<file path="src/rtl/scroll_sequencer.sv">
// Sequencer for the rotating display pattern shifter: latches a pattern, strobes a
// one-cycle load, then issues rotate strobes at a programmable rate (one-shot or continuous).
module scroll_sequencer #(
  parameter int N     = 8,
  parameter int DIV_W = 16,
  parameter int CNT_W = 8
) (
  input  logic             clk,
  input  logic             reset,
  input  logic             start,
  input  logic             stop,
  input  logic             pause,
  input  logic [N-1:0]     pattern_in,
  input  logic [DIV_W-1:0] rate,
  input  logic [CNT_W-1:0] steps,
  output logic             sh_load,
  output logic [N-1:0]     sh_data,
  output logic             sh_shift,
  output logic [CNT_W-1:0] step_count,
  output logic             busy,
  output logic             done
);

  typedef enum logic [1:0] {S_IDLE, S_LOAD, S_RUN, S_DONE} state_t;

  state_t           state_q, state_d;
  logic [N-1:0]     data_q, data_d;
  logic [DIV_W-1:0] rate_q, rate_d;
  logic [CNT_W-1:0] steps_q, steps_d;
  logic [DIV_W-1:0] presc_q, presc_d;
  logic [CNT_W-1:0] cnt_q, cnt_d;
  logic [CNT_W-1:0] cnt_inc;
  logic             tick;

  assign cnt_inc = cnt_q + 1'b1;
  // A shift fires only on an unpaused, un-stopped RUN cycle at the end of the period.
  assign tick    = (state_q == S_RUN) && !stop && !pause && (presc_q == rate_q);

  always_comb begin
    state_d = state_q;
    data_d  = data_q;
    rate_d  = rate_q;
    steps_d = steps_q;
    presc_d = presc_q;
    cnt_d   = cnt_q;
    case (state_q)
      S_IDLE: begin
        if (start && !stop) begin
          data_d  = pattern_in;
          rate_d  = rate;
          steps_d = steps;
          cnt_d   = '0;
          state_d = S_LOAD;
        end
      end
      S_LOAD: begin
        presc_d = '0;
        state_d = stop ? S_IDLE : S_RUN;
      end
      S_RUN: begin
        if (stop) begin
          state_d = S_IDLE;
        end else if (!pause) begin
          if (presc_q == rate_q) begin
            presc_d = '0;
            cnt_d   = cnt_inc;
            if ((steps_q != '0) && (cnt_inc == steps_q)) state_d = S_DONE;
          end else begin
            presc_d = presc_q + 1'b1;
          end
        end
      end
      S_DONE:  state_d = S_IDLE;
      default: state_d = S_IDLE;
    endcase
  end

  always_ff @(posedge clk or posedge reset) begin
    if (reset) begin
      state_q <= S_IDLE;
      data_q  <= '0;
      rate_q  <= '0;
      steps_q <= '0;
      presc_q <= '0;
      cnt_q   <= '0;
    end else begin
      state_q <= state_d;
      data_q  <= data_d;
      rate_q  <= rate_d;
      steps_q <= steps_d;
      presc_q <= presc_d;
      cnt_q   <= cnt_d;
    end
  end

  assign sh_load    = (state_q == S_LOAD);
  assign sh_shift   = tick;
  assign busy       = (state_q == S_LOAD) || (state_q == S_RUN);
  assign done       = (state_q == S_DONE);
  assign sh_data    = data_q;
  assign step_count = cnt_q;

endmodule

</file>
<file path="config.mk">
export PLATFORM = sky130hd
export DESIGN_NAME = scroll_sequencer
export DESIGN_NICKNAME = d
export VERILOG_FILES = /design/src/rtl/scroll_sequencer.sv
export SDC_FILE = /design/constraint.sdc
export NUM_CORES = 1
export LEC_CHECK = 0
export BUFFER_PORTS_ARGS = -buffer_cell sky130_fd_sc_hd__buf_2
export CELL_PAD_IN_SITES_DETAIL_PLACEMENT = 0
export CELL_PAD_IN_SITES_GLOBAL_PLACEMENT = 1
export CORE_MARGIN = 4
export CORE_UTILIZATION = 44
export DETAILED_ROUTE_END_ITERATION = 7
export PLACE_DENSITY_LB_ADDON = 0.1
export SLEW_MARGIN = 20
export SYNTH_ARGS = -nofsm -noshare
export SYNTH_HDL_FRONTEND = slang
export SYNTH_SLANG_ARGS = --single-unit
</file>
<file path="constraint.sdc">
create_clock -name clk -period 2.59 [get_ports clk]
set_input_delay 0.518 -clock clk [delete_from_list [all_inputs] [get_ports clk]]
set_output_delay 0.518 -clock clk [all_outputs]
set_load 0.01 [all_outputs]
</file>
# Word level (Yosys, flattened, before mapping)
# Cells that the tools add are included.
[op_classes]
muxes = 16
n_eq_ne = 12
n_reduce_logical = 16
addsub = 2
[op_table]
columns = ["operator", "count"]
rows = [
  ["16-bit two-way mux", 3],
  ["8-bit two-way mux", 4],
  ["16-bit case mux with 2 select lines", 1],
  ["16-bit by 1-bit adder with 16-bit output (second input constant)", 1],
  ["16-bit equality test", 1],
  ["8-bit case mux with 2 select lines", 1],
  ["2-bit two-way mux", 6],
  ["8-bit by 1-bit adder with 8-bit output (second input constant)", 1],
  ["8-bit equality test", 1],
  ["2-bit case mux with 4 select lines", 1],
  ["8-bit nonzero test", 1],
  ["2-bit != test (second input constant)", 3],
  ["3-bit by 2-bit != test with 1-bit output (second input constant)", 2],
  ["1-bit logical AND", 5],
  ["5-bit AND reduction", 1],
  ["2-bit equality test (second input constant)", 2],
  ["4-bit AND reduction", 1],
  ["2-bit nonzero test", 2],
  ["3-bit != test (second input constant)", 1],
  ["3-bit AND reduction", 1],
  ["2-bit by 1-bit equality test with 1-bit output (second input constant)", 1],
  ["1-bit zero test", 2],
  ["2-bit zero test", 1],
  ["2-bit by 1-bit != test with 1-bit output (second input constant)", 1],
  ["2 further kinds", 2],
]
[totals]
elab_cells = 52
regBits = 58
input_bits = 37
out_inout_bits = 20

# Depth between registers and ports, before layout
# Gate-level depths: netlist (run 1).
[depth]
ltp_word = 8
mapped_depth = 10
ltp_nobuf = 8

# Least setup slack after synthesis (run 1)
# Ideal clock, no wire load.
[synth_timing]
kind = "reg-to-output"
startpoint = "reg state_q[0]"
endpoint = "out sh_shift"
path_stages_with_launch = 8
arrival_time_ns = 1.467
path_slack_ns = 0.605
t_required_ns = 2.072
n_path_buf = 3
cell_sequence = "dfrtp_1 > inv_1 > ha_1 > buf_2 > nor3b_2 > buf_2 > and2_1 > buf_2"
[synth_between]
elab_chain_len = 4
[synth_lines]
columns = ["item", "line", "text"]
rows = [
  ["start: declaration", "26", "state_t state_q, state_d;"],
  ["start signal: assignment", "87", "state_q <= state_d;"],
  ["2-bit equality test", "37", "assign tick = (state_q == S_RUN) && !stop && !pause && (presc_q == rate_q);"],
  ["1-bit logical AND (3 in series)", "37", ""],
  ["end: declaration", "18", "output logic sh_shift,"],
]
# Every way passes these cells.

# Worst setup path after layout (run 1)
[layout_timing]
startpoint = "reg presc_q[11]"
endpoint = "out sh_shift"
[layout_between]
elab_chain_len = 2
[layout_lines]
columns = ["item", "line", "text"]
rows = [
  ["start: declaration", "30", "logic [DIV_W-1:0] presc_q, presc_d;"],
  ["start signal: assignment", "91", "presc_q <= presc_d;"],
  ["16-bit equality test", "37", ""],
  ["1-bit logical AND", "37", ""],
]
# Every way passes these cells.

==> results.yml, run 1 <==
status:
  status: "finished clean"
logic_synthesis:
  synthArstFlopShare_pct: 100
  seq_area_frac_synth_pct: 46.8
  synth-compound-area-share_pct: 9.49
  synth.ff_latch_count: 58
  synth.avg_cell_area_um2: 11.1
  muxShareOfSynthArea_pct: 12.0
  synth_cell_types: 49
  synth_fp_nets: 323
  synth.area.top_cells: "dfrtp_1 (47%), mux2_2 (12%), xnor2_1 (6.8%), xor2_1 (3.7%), nor2_1 (3.0%)"
  yosysTopAreaCellShare_pct: 46.8
  synth-xor-area-share_pct: 10.5
  synth-edff-count: 0
  yosys.area_share.adder_pct: 2.83
  synth_cells: 279
  synth_top_flop_cell: "dfrtp_1"
  synth_area_leader_cell: "dfrtp_1"
  yosysWarningCount: 0
  synth_top_family_by_area: "simple AND/OR/NAND/NOR gates"
  synth_simple_gate_area_share_pct: 16.1
  synth_area_um2: 3100
sta:
  hold_slack_ps: 311
  fmax_mhz: 416
  worstMarginPinSlew_ps: 742
  min_period_over_period_pct: 92.9
  relSlewSlack_pct: 50.5
  drv_slew: 0
  finalSetupViolCount: 0
  min_period_ps: 2410
  hold_viol: 0
  setup_tns_ps: 0
  rsz0062_at_grt: "false"
  fin_worst_skew_ps: 6.07
power:
  power.leakage_nw: 1.63
  vdd_drop_max_uv: 588
  p_per_area_nw_per_um2: 925
global_route:
  grt_overflow: 0
  grt_pass1_wl_mm: 11.4
  grtUsageTotal_pct: 17.0
  grtUsageMet2_pct: 22.9
  met1_usage_pct: 25.7
  grt_use_met3_pct: 4.18
  antenna_found_initial: 0
  grt_max_degree: 36
  top_usage_layer: "met1"
  grt_pass1_vias: 2315
floorplanning:
  rows: 30
  die_area_um2: 8450
  ios: 57
  core_area_um2: 6830
  die_h_um: 91.9
  start_util_pct: 45.3
  die_w_um: 91.9
cells_and_area:
  fin_nets: 387
  fill_cells: 632
  area_delta_synth_final_pct: 19.6
  antenna_cells: 0
  fin_util_pct: 54.2
  most-common-layout-cells: "dfrtp_1 (58), buf_2 (56), mux2_2 (32), nor2_1 (25), xnor2_1 (24)"
  multiInputGateArea_um2: 1570
  final_common_cell: "dfrtp_1"
  seq_area_um2: 1450
  drive_gt1_share_pct: 35.6
clocking:
  clk_path_buf_depth: 2
  root_buffer: "clkbuf_8"
  post_cts_buffers: 0
  numCtsBuffers: 9
  clk_latency_ps: 330
  clock-sinks: 58
  cts_max_level: 3
  clk_pin_slew_worst_paths_ps: 60
  hold_buffers: 0
  cts_resized: 0
  tritoncts: "done"
detailed_routing:
  routed_wl_mm: 6.79
  drc: 0
  vias_per_cell: 5.20
  dr.pass1.iters: 4
  drt_iter0_drc: 115
  detail_route.wl_per_cell_um: 15.3
  antenna_left: 0
  vias: 2308
setup_path:
  critPathSlowestCell: "dfrtp_1"
  required_ps: 2070
  worstPathArrival_ps: 1890
  worstPathMaxFanout: 6
  critPathKind: "reg -> out"
  reg2regPathDepth: 8
  critical_path.startpoint_type: "flip-flop"
  worstPathCellList: "xnor2_1 > nand4_1 > nor4_2 > and2_1 > buf_2"
  rrSetupSlack_ps: 380
  max_stage_delay_ps: 430
  worstSetupEndpointType: "output pin"
min_path:
  hp-class: "in -> async"
job:
  drv_cap: 0
placement:
  place.gp.congestion: 0.805
  portBuffers: 56
  hpwl_mm: 5.06
[flip-flops by register name, summed over array words and instances, names as in the netlist]
register    flops
step_count      8
rate_q         16
sh_data         8
state_q         2
steps_q         8
presc_q        16
[area by class of cell]
type / count / area share [%]
multi-input combinational: 205 / 42.5
sequential: 58 / 39.2
timing repair buffer: 63 / 8.98
clock buffer: 12 / 4.19
tap: 96 / 3.24
clock inverter: 4 / 1.35
inverter: 6 / 0.608
[synth_stat cells (2+ instances only)]
cell type and number:
nand3_1 8, nor3b_2 2, nand3b_1 2, and3_1 3, o211ai_1 2, nand4_1 5, buf_4 2, o21ai_1 2
o31ai_1 8, o21ai_0 6, clkbuf_1 3, a31oi_1 9, inv_1 6, xnor2_1 24, and2_1 4, nor2_1 25
dfrtp_1 58, mux2_2 32, a22o_1 2, nor3_1 3, nor4_1 4, ha_1 7, nand3_2 3, a211o_1 2
xor2_1 13, buf_2 4, nand2_1 16, nand2b_1 3
[kinds of logic after synthesis]
logic type	Yosys count
flip-flops	58
AND/OR/NAND/NOR	88
multiplexers	33
AO/OA/AOI/OAI	40
XOR/XNOR	37
adder cells (fa/ha/maj)	7
buffers and inverters	16
[worst paths after layout]
| path | startpoint | to |
|---|---|---|
| setup / recovery | presc_q[11] | sh_shift |
| hold / removal | reset | sh_data[0] |
| setup reg to reg | state_q[0] | presc_q[15] |
| hold reg to reg | sh_data[4] | sh_data[4] |
| max in group asynchronous | reset | presc_q[6] |
| min in group clk | rate[6] | rate_q[6] |
[metrics by stage]
step	power, mW	std cells	instance area (um2)	setup WS (ps)
after floorplan	2.26	279	3100	605
after global placement	2.59	428	3500	412
after detailed placement	2.61	428	3500	392
after CTS	3.48	444	3710	141
after global routing	3.69	444	3710	20.3
final	3.43	444	3710	184
[worst max-delay path, delay by kind of cell (launching register included)]
kind | cells | cell delay (ps)
xor+xnor | 1 | 200
buf+inv | 1 | 180
flops | 1 | 430
simple gates | 3 | 740
[power breakdown]
group	switching (mW)	internal [mW]
clock network	0.358	0.495
registers	0.216	1.18
logic	0.590	0.587
total	1.16	2.27
[layer usage]
layer / up-vias / part of all wire [%]
met5: - / 0
met1: 1095 / 50
met3: 12 / 6.4
met2: 71 / 42
li1: 1130 / -
met4: 0 / 1.9
No activity file was read; power rests on OpenSTA's default activity.
==> inputs of run 2 (changes only) <==
- CELL_PAD_IN_SITES_DETAIL_PLACEMENT: 0 -> 1
- CELL_PAD_IN_SITES_GLOBAL_PLACEMENT: 1 -> 2
- CORE_UTILIZATION: 44 -> 36
- PLACE_DENSITY: unset -> 0.87
- PLACE_DENSITY_LB_ADDON: 0.1 -> unset
==> run 2 against run 1 <==
Against the previous run:
- sequential share of layout area shrank 0.62 points
- hold slack lost 60 ps
- critical path depth is the same
- via count grew 3.9%
- power grew 5.3%
- largest power group unchanged
- largest cell class unchanged
- flip-flop and latch count is the same
- design area grew 1.6%
- clock skew grew 3.3 ps
- highest routed layer unchanged
- sequential power is essentially flat
- global-route usage shrank 0.098 points
- combinational power grew 7%
- fmax grew 0.26%
==> results.yml, run 2 (synthesized netlist as in run 1, its figures left out) <==
sta:
  fmax_mhz: 417
  rsz0062_at_grt: "false"
  relSlewSlack_pct: 58.4
  drv_slew: 0
  finalSetupViolCount: 0
  min_period_ps: 2400
  min_period_over_period_pct: 92.7
  hold_slack_ps: 251
  worstMarginPinSlew_ps: 624
  fin_worst_skew_ps: 9.32
  hold_viol: 0
  setup_tns_ps: 0
cells_and_area:
  drive_gt1_share_pct: 36.0
  finalNonFillerCells: 452
  final_common_cell: "dfrtp_1"
  antenna_cells: 0
  area_delta_synth_final_pct: 21.6
  most-common-layout-cells: "dfrtp_1 (58), buf_2 (56), mux2_2 (32), nor2_1 (25), xnor2_1 (24)"
  reg_top3: "presc_q (16), rate_q (16)"
  fin_nets: 386
  stdcell_area_um2: 3770
global_route:
  grt_pass1_vias: 2729
  grtUsageTotal_pct: 16.9
  grt_max_degree: 33
  grt_pass1_wl_mm: 13.5
  grt_overflow: 0
  antenna_found_initial: 0
floorplanning:
  die_w_um: 101
  core_area_um2: 8300
  ios: 57
  rows: 33
  die_area_um2: 10200
  start_util_pct: 37.3
  die_h_um: 101
detailed_routing:
  antenna_left: 0
  vias: 2397
  drt_iter0_drc: 105
  drc: 0
  routed_wl_mm: 8.02
  vias_per_cell: 5.30
  dr.pass1.iters: 4
  wl_met3_um: 312
  detail_route.wl_per_cell_um: 17.7
  routed.top_layer: "met4"
  wl_met2_mm: 3.97
  wl_met1_mm: 3.60
setup_path:
  critPathSlowestCell: "dfrtp_1"
  worstPathCellList: "xnor2_1 > nand4_1 > nor4_4 > and2_4 > buf_2"
  worstPathArrival_ps: 1880
  critical_path.startpoint_type: "flip-flop"
  required_ps: 2070
  critPathKind: "reg -> out"
  max_stage_delay_ps: 420
  worstPathMaxFanout: 6
  worstSetupEndpointType: "output pin"
placement:
  place.gp.congestion: 0.801
  portBuffers: 56
  post-place-cells: 436
  place_area_um2: 3520
  hpwl_mm: 5.92
clocking:
  clk_path_buf_depth: 2
  clk_latency_ps: 340
  tritoncts: "done"
  cts_max_level: 3
  clk_pin_slew_worst_paths_ps: 70
  root_buffer: "clkbuf_8"
  clock-sinks: 58
  numCtsBuffers: 9
job:
  drv_cap: 0
power:
  p_per_area_nw_per_um2: 959
  power.leakage_nw: 1.66
  vdd_drop_max_uv: 529
  power_mw: 3.61
status:
  status: "finished clean"
min_path:
  hp-class: "in -> async"
## run 2: cell types whose count changed in the layout (fill, tap and decap cells not counted), sizes merged
cell | before | now
buf | 63 | 62
clkinvlp | 2 | 0
clkbuf | 12 | 10
bufinv | 1 | 2
clkinv | 1 | 4
## run 2: final cells by class
cell class	instances	area [um2]
Clock buffer	10	128
Clock inverter	6	91.3
Fill cell	935	4530
Inverter	6	22.5
Multi-Input combinational cell	205	1600
Sequential cell	58	1450
Tap cell	105	131
Timing Repair Buffer	62	338
## run 2: report_power, final
group	internal (mW)	leakage (nW)	switching (mW)	total (mW)
registers	1.18	0.739	0.239	1.42
logic	0.611	0.806	0.645	1.26
clock network	0.545	0.110	0.389	0.934
## run 2: per-layer routing
metal | GRT usage [%] | vias to the layer above
li1 | - | 1125
met1 | 21.2 | 1211
met2 | 28.4 | 48
met3 | 3.32 | 13
met4 | 7.15 | 0
met5 | 0 | -
## run 2: repair_timing
action	in CTS	in global routing
setup endpoints to repair	1	1
gates cloned	0	0
gates resized for setup	2	4
buffers inserted	0	0
hold buffers	0	0
## run 2: worst paths after layout
path / start / depth (start not counted) / slack [ps] / to
min in group clk: steps[1] / 2 / 400 / steps_q[1]
setup / recovery: presc_q[14] / 5 / 190 / sh_shift
max in group asynchronous: reset / 3 / 1750 / steps_q[5]
hold reg to reg: sh_data[0] / 1 / 510 / sh_data[0]
setup reg to reg: state_q[0] / 8 / 400 / presc_q[13]
hold / removal: reset / 2 / 250 / rate_q[7]
## run 2: worst max-delay path: cells and delay by family (launching register included)
kind,cells,cell delay (ps)
DFF,1,420
xor gates and xnor gates,1,220
buffers and inverters,1,140
and+or+nand+nor,3,750
## run 2: metrics by stage
step / utilization (%) / setup slack (ps)
2_1_floorplan: - / 605
3_3_place_gp: 42.4 / 345
3_5_place_dp: 42.4 / 230
4_1_cts: 45.1 / 47.0
5_1_grt: 45.4 / 62.3
6_report: 45.4 / 190
